## config.mk

```make
export PLATFORM = sky130hd
export DESIGN_NAME = sram_spi_controller_flat
export DESIGN_NICKNAME = d
export VERILOG_FILES = /design/src/rtl/sram_spi_controller_if.sv /design/src/rtl/sram_spi_controller.sv /design/src/flat_wrapper.sv
export SDC_FILE = /design/constraint.sdc
export NUM_CORES = 1
export LEC_CHECK = 0
export BUFFER_PORTS_ARGS = -buffer_cell sky130_fd_sc_hd__buf_2
export CORE_MARGIN = 1
export CORE_UTILIZATION = 45
export DETAILED_ROUTE_END_ITERATION = 7
export PLACE_DENSITY = 0.85
export RECOVER_POWER = 50
export SYNTH_ARGS = -nofsm -noshare
export SYNTH_HDL_FRONTEND = slang
export SYNTH_SLANG_ARGS = --single-unit
```

## constraint.sdc

```tcl
create_clock -name clk -period 5.1 [get_ports clk]
set_clock_uncertainty 0.15 [all_clocks]
set_input_delay 1.02 -clock clk [delete_from_list [all_inputs] [get_ports clk]]
set_output_delay 1.02 -clock clk [all_outputs]
set_load 0.005 [all_outputs]
```

## src/rtl/sram_spi_controller_if.sv

```systemverilog
// Audio requester port and external SRAM pins shared by the SRAM sequencer.
// The controller takes the master modport; the audio engine / SRAM side takes slave.
interface sram_spi_controller_if #(
  parameter int ADDR_W = 16,
  parameter int DATA_W = 8
);
  // aud_req is a level request; a transfer happens in every cycle where aud_req
  // and aud_gnt are both high, and aud_* may change on the edge after that cycle.
  logic              aud_req;
  logic              aud_we;
  logic [ADDR_W-1:0] aud_addr;
  logic [DATA_W-1:0] aud_wdata;
  logic              aud_gnt;
  logic [DATA_W-1:0] aud_rdata;
  logic              aud_rvalid;
  logic              sram_en;
  logic              sram_we;
  logic [ADDR_W-1:0] sram_addr;
  logic [DATA_W-1:0] sram_wdata;
  logic [DATA_W-1:0] sram_rdata;

  modport master (
    input  aud_req, aud_we, aud_addr, aud_wdata, sram_rdata,
    output aud_gnt, aud_rdata, aud_rvalid, sram_en, sram_we, sram_addr, sram_wdata
  );

  modport slave (
    output aud_req, aud_we, aud_addr, aud_wdata, sram_rdata,
    input  aud_gnt, aud_rdata, aud_rvalid, sram_en, sram_we, sram_addr, sram_wdata
  );
endinterface

```

## src/rtl/sram_spi_controller.sv

```systemverilog
// Arbitrates the single-port SRAM between the SPI register path and the audio
// datapath, keeping the SPI auto-increment pointer and a one-byte read prefetch.
module sram_spi_controller #(
  parameter int ADDR_W       = 16,
  parameter int DATA_W       = 8,
  parameter int STARVE_LIMIT = 8
) (
  input  logic                clk,
  input  logic                reset,
  input  logic                load_addr_stb,
  input  logic                spi_wr_req,
  input  logic                spi_rd_req,
  input  logic                rd_mode,
  input  logic [ADDR_W-9:0]   page,
  input  logic [7:0]          start_offset,
  input  logic [DATA_W-1:0]   spi_wdata,
  output logic [DATA_W-1:0]   sram_to_spi_data,
  output logic                spi_rd_valid,
  output logic                spi_busy,
  output logic                spi_overrun,
  input  logic                overrun_clr,
  output logic [1:0]          dbg_state,
  sram_spi_controller_if.master bus
);

  typedef enum logic [1:0] {
    S_IDLE    = 2'd0,
    S_WR_PEND = 2'd1,
    S_RD_PEND = 2'd2,
    S_RD_WAIT = 2'd3
  } state_e;

  localparam int WAIT_W = $clog2(STARVE_LIMIT) + 1;
  localparam logic [WAIT_W-1:0] WAIT_MAX = WAIT_W'(STARVE_LIMIT - 1);

  state_e            state_q, state_d;
  logic [7:0]        ptr_q, ptr_d;
  logic [DATA_W-1:0] wbuf_q, wbuf_d;
  logic [WAIT_W-1:0] wait_q, wait_d;
  logic [DATA_W-1:0] spi_data_q, spi_data_d;
  logic              rd_valid_q, rd_valid_d;
  logic              overrun_q, overrun_d;
  logic              spi_p1_q, spi_p1_d, spi_p2_q, spi_p2_d;
  logic              aud_p1_q, aud_p1_d, aud_p2_q, aud_p2_d;
  logic              aud_rvalid_q, aud_rvalid_d;
  logic [DATA_W-1:0] aud_rdata_q, aud_rdata_d;
  logic              en_q, en_d, we_q, we_d;
  logic [ADDR_W-1:0] addr_q, addr_d;
  logic [DATA_W-1:0] wdata_q, wdata_d;

  logic spi_pend, starved, spi_gnt, aud_gnt_c, rd_ev, ovr_set;

  always_comb begin
    spi_pend  = (state_q == S_WR_PEND) || (state_q == S_RD_PEND);
    starved   = (wait_q >= WAIT_MAX);
    spi_gnt   = spi_pend && (!bus.aud_req || starved);
    aud_gnt_c = bus.aud_req && !spi_gnt;
    rd_ev     = spi_rd_req && rd_mode;

    state_d      = state_q;
    ptr_d        = ptr_q;
    wbuf_d       = wbuf_q;
    spi_data_d   = spi_data_q;
    rd_valid_d   = rd_valid_q;
    ovr_set      = 1'b0;
    en_d         = 1'b0;
    we_d         = 1'b0;
    addr_d       = addr_q;
    wdata_d      = wdata_q;
    spi_p1_d     = 1'b0;
    spi_p2_d     = spi_p1_q;
    aud_p1_d     = 1'b0;
    aud_p2_d     = aud_p1_q;
    aud_rvalid_d = aud_p2_q;
    aud_rdata_d  = aud_p2_q ? bus.sram_rdata : aud_rdata_q;

    // Only one SPI request is accepted per idle cycle; anything else is an overrun.
    case (state_q)
      S_IDLE: begin
        if (load_addr_stb) begin
          ptr_d   = start_offset;
          ovr_set = spi_wr_req || rd_ev;
          if (rd_mode) begin
            state_d    = S_RD_PEND;
            rd_valid_d = 1'b0;
          end
        end else if (spi_wr_req) begin
          wbuf_d  = spi_wdata;
          state_d = S_WR_PEND;
          ovr_set = rd_ev;
        end else if (rd_ev) begin
          state_d    = S_RD_PEND;
          rd_valid_d = 1'b0;
        end
      end
      S_WR_PEND: begin
        ovr_set = load_addr_stb || spi_wr_req || rd_ev;
        if (spi_gnt) state_d = S_IDLE;
      end
      S_RD_PEND: begin
        ovr_set = load_addr_stb || spi_wr_req || rd_ev;
        if (spi_gnt) state_d = S_RD_WAIT;
      end
      default: begin
        ovr_set = load_addr_stb || spi_wr_req || rd_ev;
        if (spi_p2_q) begin
          spi_data_d = bus.sram_rdata;
          rd_valid_d = 1'b1;
          state_d    = S_IDLE;
        end
      end
    endcase

    overrun_d = ovr_set ? 1'b1 : (overrun_clr ? 1'b0 : overrun_q);

    if (spi_gnt) begin
      en_d     = 1'b1;
      we_d     = (state_q == S_WR_PEND);
      addr_d   = {page, ptr_q};
      wdata_d  = wbuf_q;
      ptr_d    = ptr_q + 8'd1;
      spi_p1_d = (state_q == S_RD_PEND);
    end else if (aud_gnt_c) begin
      en_d     = 1'b1;
      we_d     = bus.aud_we;
      addr_d   = bus.aud_addr;
      wdata_d  = bus.aud_wdata;
      aud_p1_d = !bus.aud_we;
    end

    if (spi_pend && !spi_gnt) wait_d = starved ? wait_q : wait_q + WAIT_W'(1);
    else                      wait_d = '0;
  end

  always_ff @(posedge clk) begin
    if (reset) begin
      state_q      <= S_IDLE;
      ptr_q        <= '0;
      wbuf_q       <= '0;
      wait_q       <= '0;
      spi_data_q   <= '0;
      rd_valid_q   <= 1'b0;
      overrun_q    <= 1'b0;
      spi_p1_q     <= 1'b0;
      spi_p2_q     <= 1'b0;
      aud_p1_q     <= 1'b0;
      aud_p2_q     <= 1'b0;
      aud_rvalid_q <= 1'b0;
      aud_rdata_q  <= '0;
      en_q         <= 1'b0;
      we_q         <= 1'b0;
      addr_q       <= '0;
      wdata_q      <= '0;
    end else begin
      state_q      <= state_d;
      ptr_q        <= ptr_d;
      wbuf_q       <= wbuf_d;
      wait_q       <= wait_d;
      spi_data_q   <= spi_data_d;
      rd_valid_q   <= rd_valid_d;
      overrun_q    <= overrun_d;
      spi_p1_q     <= spi_p1_d;
      spi_p2_q     <= spi_p2_d;
      aud_p1_q     <= aud_p1_d;
      aud_p2_q     <= aud_p2_d;
      aud_rvalid_q <= aud_rvalid_d;
      aud_rdata_q  <= aud_rdata_d;
      en_q         <= en_d;
      we_q         <= we_d;
      addr_q       <= addr_d;
      wdata_q      <= wdata_d;
    end
  end

  assign sram_to_spi_data = spi_data_q;
  assign spi_rd_valid     = rd_valid_q;
  assign spi_busy         = (state_q != S_IDLE);
  assign spi_overrun      = overrun_q;
  assign dbg_state        = state_q;
  assign bus.aud_gnt      = aud_gnt_c;
  assign bus.aud_rdata    = aud_rdata_q;
  assign bus.aud_rvalid   = aud_rvalid_q;
  assign bus.sram_en      = en_q;
  assign bus.sram_we      = we_q;
  assign bus.sram_addr    = addr_q;
  assign bus.sram_wdata   = wdata_q;

endmodule

```

## src/flat_wrapper.sv

```systemverilog
// flat-port wrapper written by rule: the top's interface ports become plain ports
module sram_spi_controller_flat 
#(
  parameter int ADDR_W       = 16,
  parameter int DATA_W       = 8,
  parameter int STARVE_LIMIT = 8
)
  (clk, reset, load_addr_stb, spi_wr_req, spi_rd_req, rd_mode, page, start_offset, spi_wdata, sram_to_spi_data, spi_rd_valid, spi_busy, spi_overrun, overrun_clr, dbg_state, bus_aud_req, bus_aud_we, bus_aud_addr, bus_aud_wdata, bus_sram_rdata, bus_aud_gnt, bus_aud_rdata, bus_aud_rvalid, bus_sram_en, bus_sram_we, bus_sram_addr, bus_sram_wdata);
  sram_spi_controller_if #(.ADDR_W(ADDR_W), .DATA_W(DATA_W)) bus_i ();
  input  logic clk;
  input  logic reset;
  input  logic load_addr_stb;
  input  logic spi_wr_req;
  input  logic spi_rd_req;
  input  logic rd_mode;
  input  logic [ADDR_W-9:0] page;
  input  logic [7:0] start_offset;
  input  logic [DATA_W-1:0] spi_wdata;
  output logic [DATA_W-1:0] sram_to_spi_data;
  output logic spi_rd_valid;
  output logic spi_busy;
  output logic spi_overrun;
  input  logic overrun_clr;
  output logic [1:0] dbg_state;
  input wire logic [$bits(bus_i.aud_req)-1:0] bus_aud_req;
  input wire logic [$bits(bus_i.aud_we)-1:0] bus_aud_we;
  input wire logic [$bits(bus_i.aud_addr)-1:0] bus_aud_addr;
  input wire logic [$bits(bus_i.aud_wdata)-1:0] bus_aud_wdata;
  input wire logic [$bits(bus_i.sram_rdata)-1:0] bus_sram_rdata;
  output wire logic [$bits(bus_i.aud_gnt)-1:0] bus_aud_gnt;
  output wire logic [$bits(bus_i.aud_rdata)-1:0] bus_aud_rdata;
  output wire logic [$bits(bus_i.aud_rvalid)-1:0] bus_aud_rvalid;
  output wire logic [$bits(bus_i.sram_en)-1:0] bus_sram_en;
  output wire logic [$bits(bus_i.sram_we)-1:0] bus_sram_we;
  output wire logic [$bits(bus_i.sram_addr)-1:0] bus_sram_addr;
  output wire logic [$bits(bus_i.sram_wdata)-1:0] bus_sram_wdata;
  assign bus_i.aud_req = bus_aud_req;
  assign bus_i.aud_we = bus_aud_we;
  assign bus_i.aud_addr = bus_aud_addr;
  assign bus_i.aud_wdata = bus_aud_wdata;
  assign bus_i.sram_rdata = bus_sram_rdata;
  assign bus_aud_gnt = bus_i.aud_gnt;
  assign bus_aud_rdata = bus_i.aud_rdata;
  assign bus_aud_rvalid = bus_i.aud_rvalid;
  assign bus_sram_en = bus_i.sram_en;
  assign bus_sram_we = bus_i.sram_we;
  assign bus_sram_addr = bus_i.sram_addr;
  assign bus_sram_wdata = bus_i.sram_wdata;
  sram_spi_controller #(.ADDR_W(ADDR_W), .DATA_W(DATA_W), .STARVE_LIMIT(STARVE_LIMIT)) u_core (.clk(clk), .reset(reset), .load_addr_stb(load_addr_stb), .spi_wr_req(spi_wr_req), .spi_rd_req(spi_rd_req), .rd_mode(rd_mode), .page(page), .start_offset(start_offset), .spi_wdata(spi_wdata), .sram_to_spi_data(sram_to_spi_data), .spi_rd_valid(spi_rd_valid), .spi_busy(spi_busy), .spi_overrun(spi_overrun), .overrun_clr(overrun_clr), .dbg_state(dbg_state), .bus(bus_i));
endmodule
```

# --- Word level (Yosys, flattened, before mapping) ---
# Index checks and enable logic that the tools add are counted.
# W data, S select, Z words.
op_classes:
  add_sub_neg: 2
  magnitude_cmp: 1
  n_eq_ne: 8
  n_mux: 30
  n_bitwise: 6
  n_reduce_logical: 30
op_table:
  columns: ["op", "count"]
  rows:
  - ["$mux W8", 5]
  - ["$mux W16", 2]
  - ["$mux W1", 14]
  - ["$mux W2", 7]
  - ["$reduce_bool A2 Y1", 6]
  - ["$reduce_and A5 Y1", 2]
  - ["$add A8 B1 Y8 const B", 1]
  - ["$ne A3 B3 Y1 const B", 2]
  - ["$not A1 Y1", 6]
  - ["$pmux W2 S3", 1]
  - ["$reduce_or A2 Y1", 3]
  - ["$reduce_or A3 Y1", 2]
  - ["$logic_or A1 B1 Y1", 5]
  - ["$add A4 B1 Y4 const B", 1]
  - ["$ge A4 B3 Y1 const B", 1]
  - ["$logic_and A1 B1 Y1", 4]
  - ["$ne A2 B1 Y1 const B", 2]
  - ["$ne A4 B3 Y1 const B", 1]
  - ["$reduce_and A2 Y1", 2]
  - ["$reduce_bool A4 Y1", 1]
  - ["$logic_not A1 Y1", 3]
  - ["$ne A3 B2 Y1 const B", 1]
  - ["$reduce_and A3 Y1", 1]
  - ["$eq A2 B1 Y1 const B", 1]
  - ["other kinds (3)", 3]
totals:
  register_bits: 71
  in_bits: 65
  out_inout_bits: 49
  word_cells: 94

# --- Longest topological paths before layout ---
logic_depth:
  depth_word: 7
  ltp_mapped: 8
  ltp_nobuf: 6

# --- Worst setup path after synthesis ---
# No wires, ideal clock.
synth_path:
  path_type: "input to output"
  start: "in bus_aud_req"
  end: "out bus_aud_gnt"
  t_arrival_ns: 1.402
  required_ns: 3.930
  slack_ns: 2.528
  stages: 3
  n_path_buf: 1
  cell_sequence: "a21oi_1 buf_4 nor2_1"
synth_via:
  elab_chain_cells: 5
synth_rtl:
  columns: ["item", "line", "rtl"]
  rows:
  - ["start, declared", "flat_wrapper.sv:25", "input wire logic [$bits(bus_i.aud_req)-1:0] bus_aud_req;"]
  - ["$logic_not A1 Y1", "sram_spi_controller.sv:56", "spi_gnt = spi_pend && (!bus.aud_req || starved);"]
  - ["$logic_or A1 B1 Y1", "sram_spi_controller.sv:56", null]
  - ["$logic_and A1 B1 Y1", "sram_spi_controller.sv:56", null]
  - ["$logic_not A1 Y1", "sram_spi_controller.sv:57", "aud_gnt_c = bus.aud_req && !spi_gnt;"]
  - ["$logic_and A1 B1 Y1 *", "sram_spi_controller.sv:57", null]
  - ["end, declared", "flat_wrapper.sv:30", "output wire logic [$bits(bus_i.aud_gnt)-1:0] bus_aud_gnt;"]
# Mark *: on every way between the ends. The rest lies on a longest branch, timed or not.

==> metrics <==
status=complete, but fails checks; failing checks=DRC, capacitance limit, slew limit; Worst-path clk slew=0.08 ns; syn_area_per_cell=9.22 µm²; Required @ worst endpoint=5.10 ns; Area Overhead vs Synth=24.2%; EDFF count, synth=0; Ports=114; Die Wd=85.0 µm; gr busiest metal=met2; setup ws final=1.32 ns; Register Area=0.00142 mm²; vias=2790; ys async rst share=0; DRT iter0 DRCs=159; footprint of the multi-input gates=0.00152 mm²; grt met3 use=0.0535; filler cell count=581; # clock sinks=71; sw frac=0.357; Syn. warnings=0; max-cap violations=1; Arrival @ worst endpoint=3.77 ns; Sw Pwr=580 µW; Max Buffers Root-to-Sink=2; Seq cells post-synth=71; Placer Congestion=0.828; hold buffers post-CTS=0; Final nets=511; sequential fraction of the synthesis area=0.459; critical path class=input port to flip-flop; CTS-repair resized insts=0; setup violators final=0; Critical Path End Type=flip-flop; DRC=4; Avg Vias per Cell=5.34; Detailed Route WL=7240 µm; port bufs=113; layout cells sized above 1=0.288; Slew HR=-0.281; CP max FO=44; starting density of the core=0.477; WL/cell=13.9 µm; Setup WS pre-CTS=1.75 ns; vias in the first global route=2576; Clk Latency, worst-skew pair=0.35 ns; Final min period=3.78 ns; RSZ-0062 raised after global routing=false; CTS buffer count=9; post-route ant nets=0; n_diodes=0; setup_tns=0 ns; final hold vios=0; Power Dens Cells=423 mW/mm²; Leak=1.76 nW; GRT Util Overall=0.205; Most used DFF post-synth=dfxtp_1; row count=29; mapped cell area=0.00310 mm²; die height=85.0 µm; Fmax=0.265 GHz; crit start category=input port; Synth Instances=336; router iterations before antenna repair=7; largest net degree at the start of global routing=45; Core Region=0.00649 mm²; Slew @ Worst Pin=1.92 ns; syn_nets=407; hpwl dp=5080 µm; Netlist cell types=44; H-tree Lvls=3; GR Util met1=0.256; sequential power share=0.440; Int Pwr=1.05 mW; CTS root buf=clkbuf_8; Clock power frac=0.259; Tcrit/Tclk final=0.740; Max VDD drop=0.224 mV; Setup Buffers After CTS=0; fin. max-slew vios=45; first-pass GRT wire length=11800 µm; met2 usage=0.337; CTS tree=yes; antenna violations before repair=0; Min-Delay Path Class=flip-flop to flip-flop; Die ar.=0.00722 mm²; combinational share of power=0.301; total grt overflow=0
registers in the layout (all words and copies together) (netlist names):
signal,cells
u_core.bus.sram_addr,16
u_core.bus.aud_rdata,8
u_core.bus.sram_wdata,8
u_core.ptr_q,8
u_core.sram_to_spi_data,8
u_core.wbuf_q,8
u_core.wait_q,4
u_core.dbg_state,2
u_core.aud_p1_q,1
u_core.aud_p2_q,1
u_core.bus.aud_rvalid,1
u_core.bus.sram_en,1
u_core.bus.sram_we,1
u_core.spi_overrun,1
u_core.spi_p1_q,1
u_core.spi_p2_q,1
u_core.spi_rd_valid,1
layout by cell type, fill, tap and decap left out, drive strengths merged, types with 3 or more instances in the layout:
master / synthesis / final
nor3: 4 / 4
nand2b: 3 / 3
clkbuf: 10 / 21
a31oi: 5 / 5
dfxtp: 71 / 71
mux2i: 45 / 45
nor2: 52 / 52
buf: 14 / 105
a2111oi: 5 / 5
a211oi: 25 / 25
a21oi: 22 / 22
o22ai: 3 / 3
o21ai: 5 / 5
nor2b: 5 / 5
nand2: 17 / 17
ha: 6 / 6
inv: 11 / 16
nand3: 13 / 13
final timing paths:
kind	startpoint	to	slack [ns]	cells past startpoint
worst max-delay path	reset	u_core.ptr_q[4]	1.32	4
worst min-delay path	u_core.aud_p1_q	u_core.aud_p2_q	0.30	1
worst max register to register	u_core.wait_q[0]	u_core.ptr_q[4]	2.66	6
worst min register to register	u_core.aud_p1_q	u_core.aud_p2_q	0.30	1
through the flow:
stage                     area (µm²)   util  hold slack, ns  power (mW)  cells
after floorplan                 3100      -           0.264        1.05    336
after global placement          3680  0.566           0.268        1.20    506
after detailed placement        3680  0.566           0.276        1.22    506
after CTS                       3860  0.595           0.295        1.64    522
after global routing            3850  0.592           0.307        1.74    522
final                           3850  0.592           0.295        1.63    522
power groups by stage:
stage	clock network [mW]	logic, mW	registers (mW)
final	0.422	0.490	0.716
after global placement	0	0.478	0.724
after detailed placement	0	0.493	0.724
after floorplan	0	0.334	0.719
after global routing	0.461	0.548	0.729
after CTS	0.433	0.495	0.714
cell usage after synthesis, types with 2 or more instances:
cell type | count | area share
clkbuf_1 | 9 | 0.011
dfxtp_1 | 71 | 0.46
nor2_1 | 52 | 0.063
mux2i_1 | 45 | 0.15
inv_1 | 9 | 0.011
buf_2 | 7 | 0.011
inv_2 | 2 | 0.0024
nor3_1 | 4 | 0.0065
nand2_1 | 17 | 0.021
a2111oi_0 | 3 | 0.0085
a21oi_1 | 22 | 0.036
ha_1 | 6 | 0.024
buf_4 | 4 | 0.0097
or2b_1 | 2 | 0.0048
o21a_1 | 2 | 0.0048
o21ai_0 | 3 | 0.0048
o31ai_1 | 2 | 0.0048
buf_1 | 3 | 0.0036
a31oi_1 | 5 | 0.010
nor2b_1 | 5 | 0.010
o22ai_1 | 3 | 0.0061
a211oi_1 | 25 | 0.061
nand3_1 | 12 | 0.019
nand2b_1 | 3 | 0.0061
cell type report:
cell class / instances / share of cell area
repair buffers: 117 / 0.150
well taps: 77 / 0.0250
flip-flops and latches: 71 / 0.370
clock buffers: 9 / 0.0322
clock inverters: 7 / 0.0159
multi-input cells: 230 / 0.396
inverters: 11 / 0.0107
layer usage:
layer	part of all wire	vias up
met5	0	-
met4	0.0081	0
met3	0.047	4
met2	0.50	81
met1	0.45	1300
li1	-	1405
cell families after synthesis:
family,Yosys count,share of synthesized area
DFF,71,0.459
adders and majority gates,6,0.0242
muxes,47,0.153
and+or+nand+nor,103,0.150
buffers and inverters,35,0.0513
AOI/OAI and AO/OA,74,0.163
worst max-delay path, stage by stage:
cell and delay [ns]:
clkbuf_1 0.97, clkbuf_1 1.46, nand2b_1 0.23, o22ai_1 0.07
(Power assumes the default switching activity.)
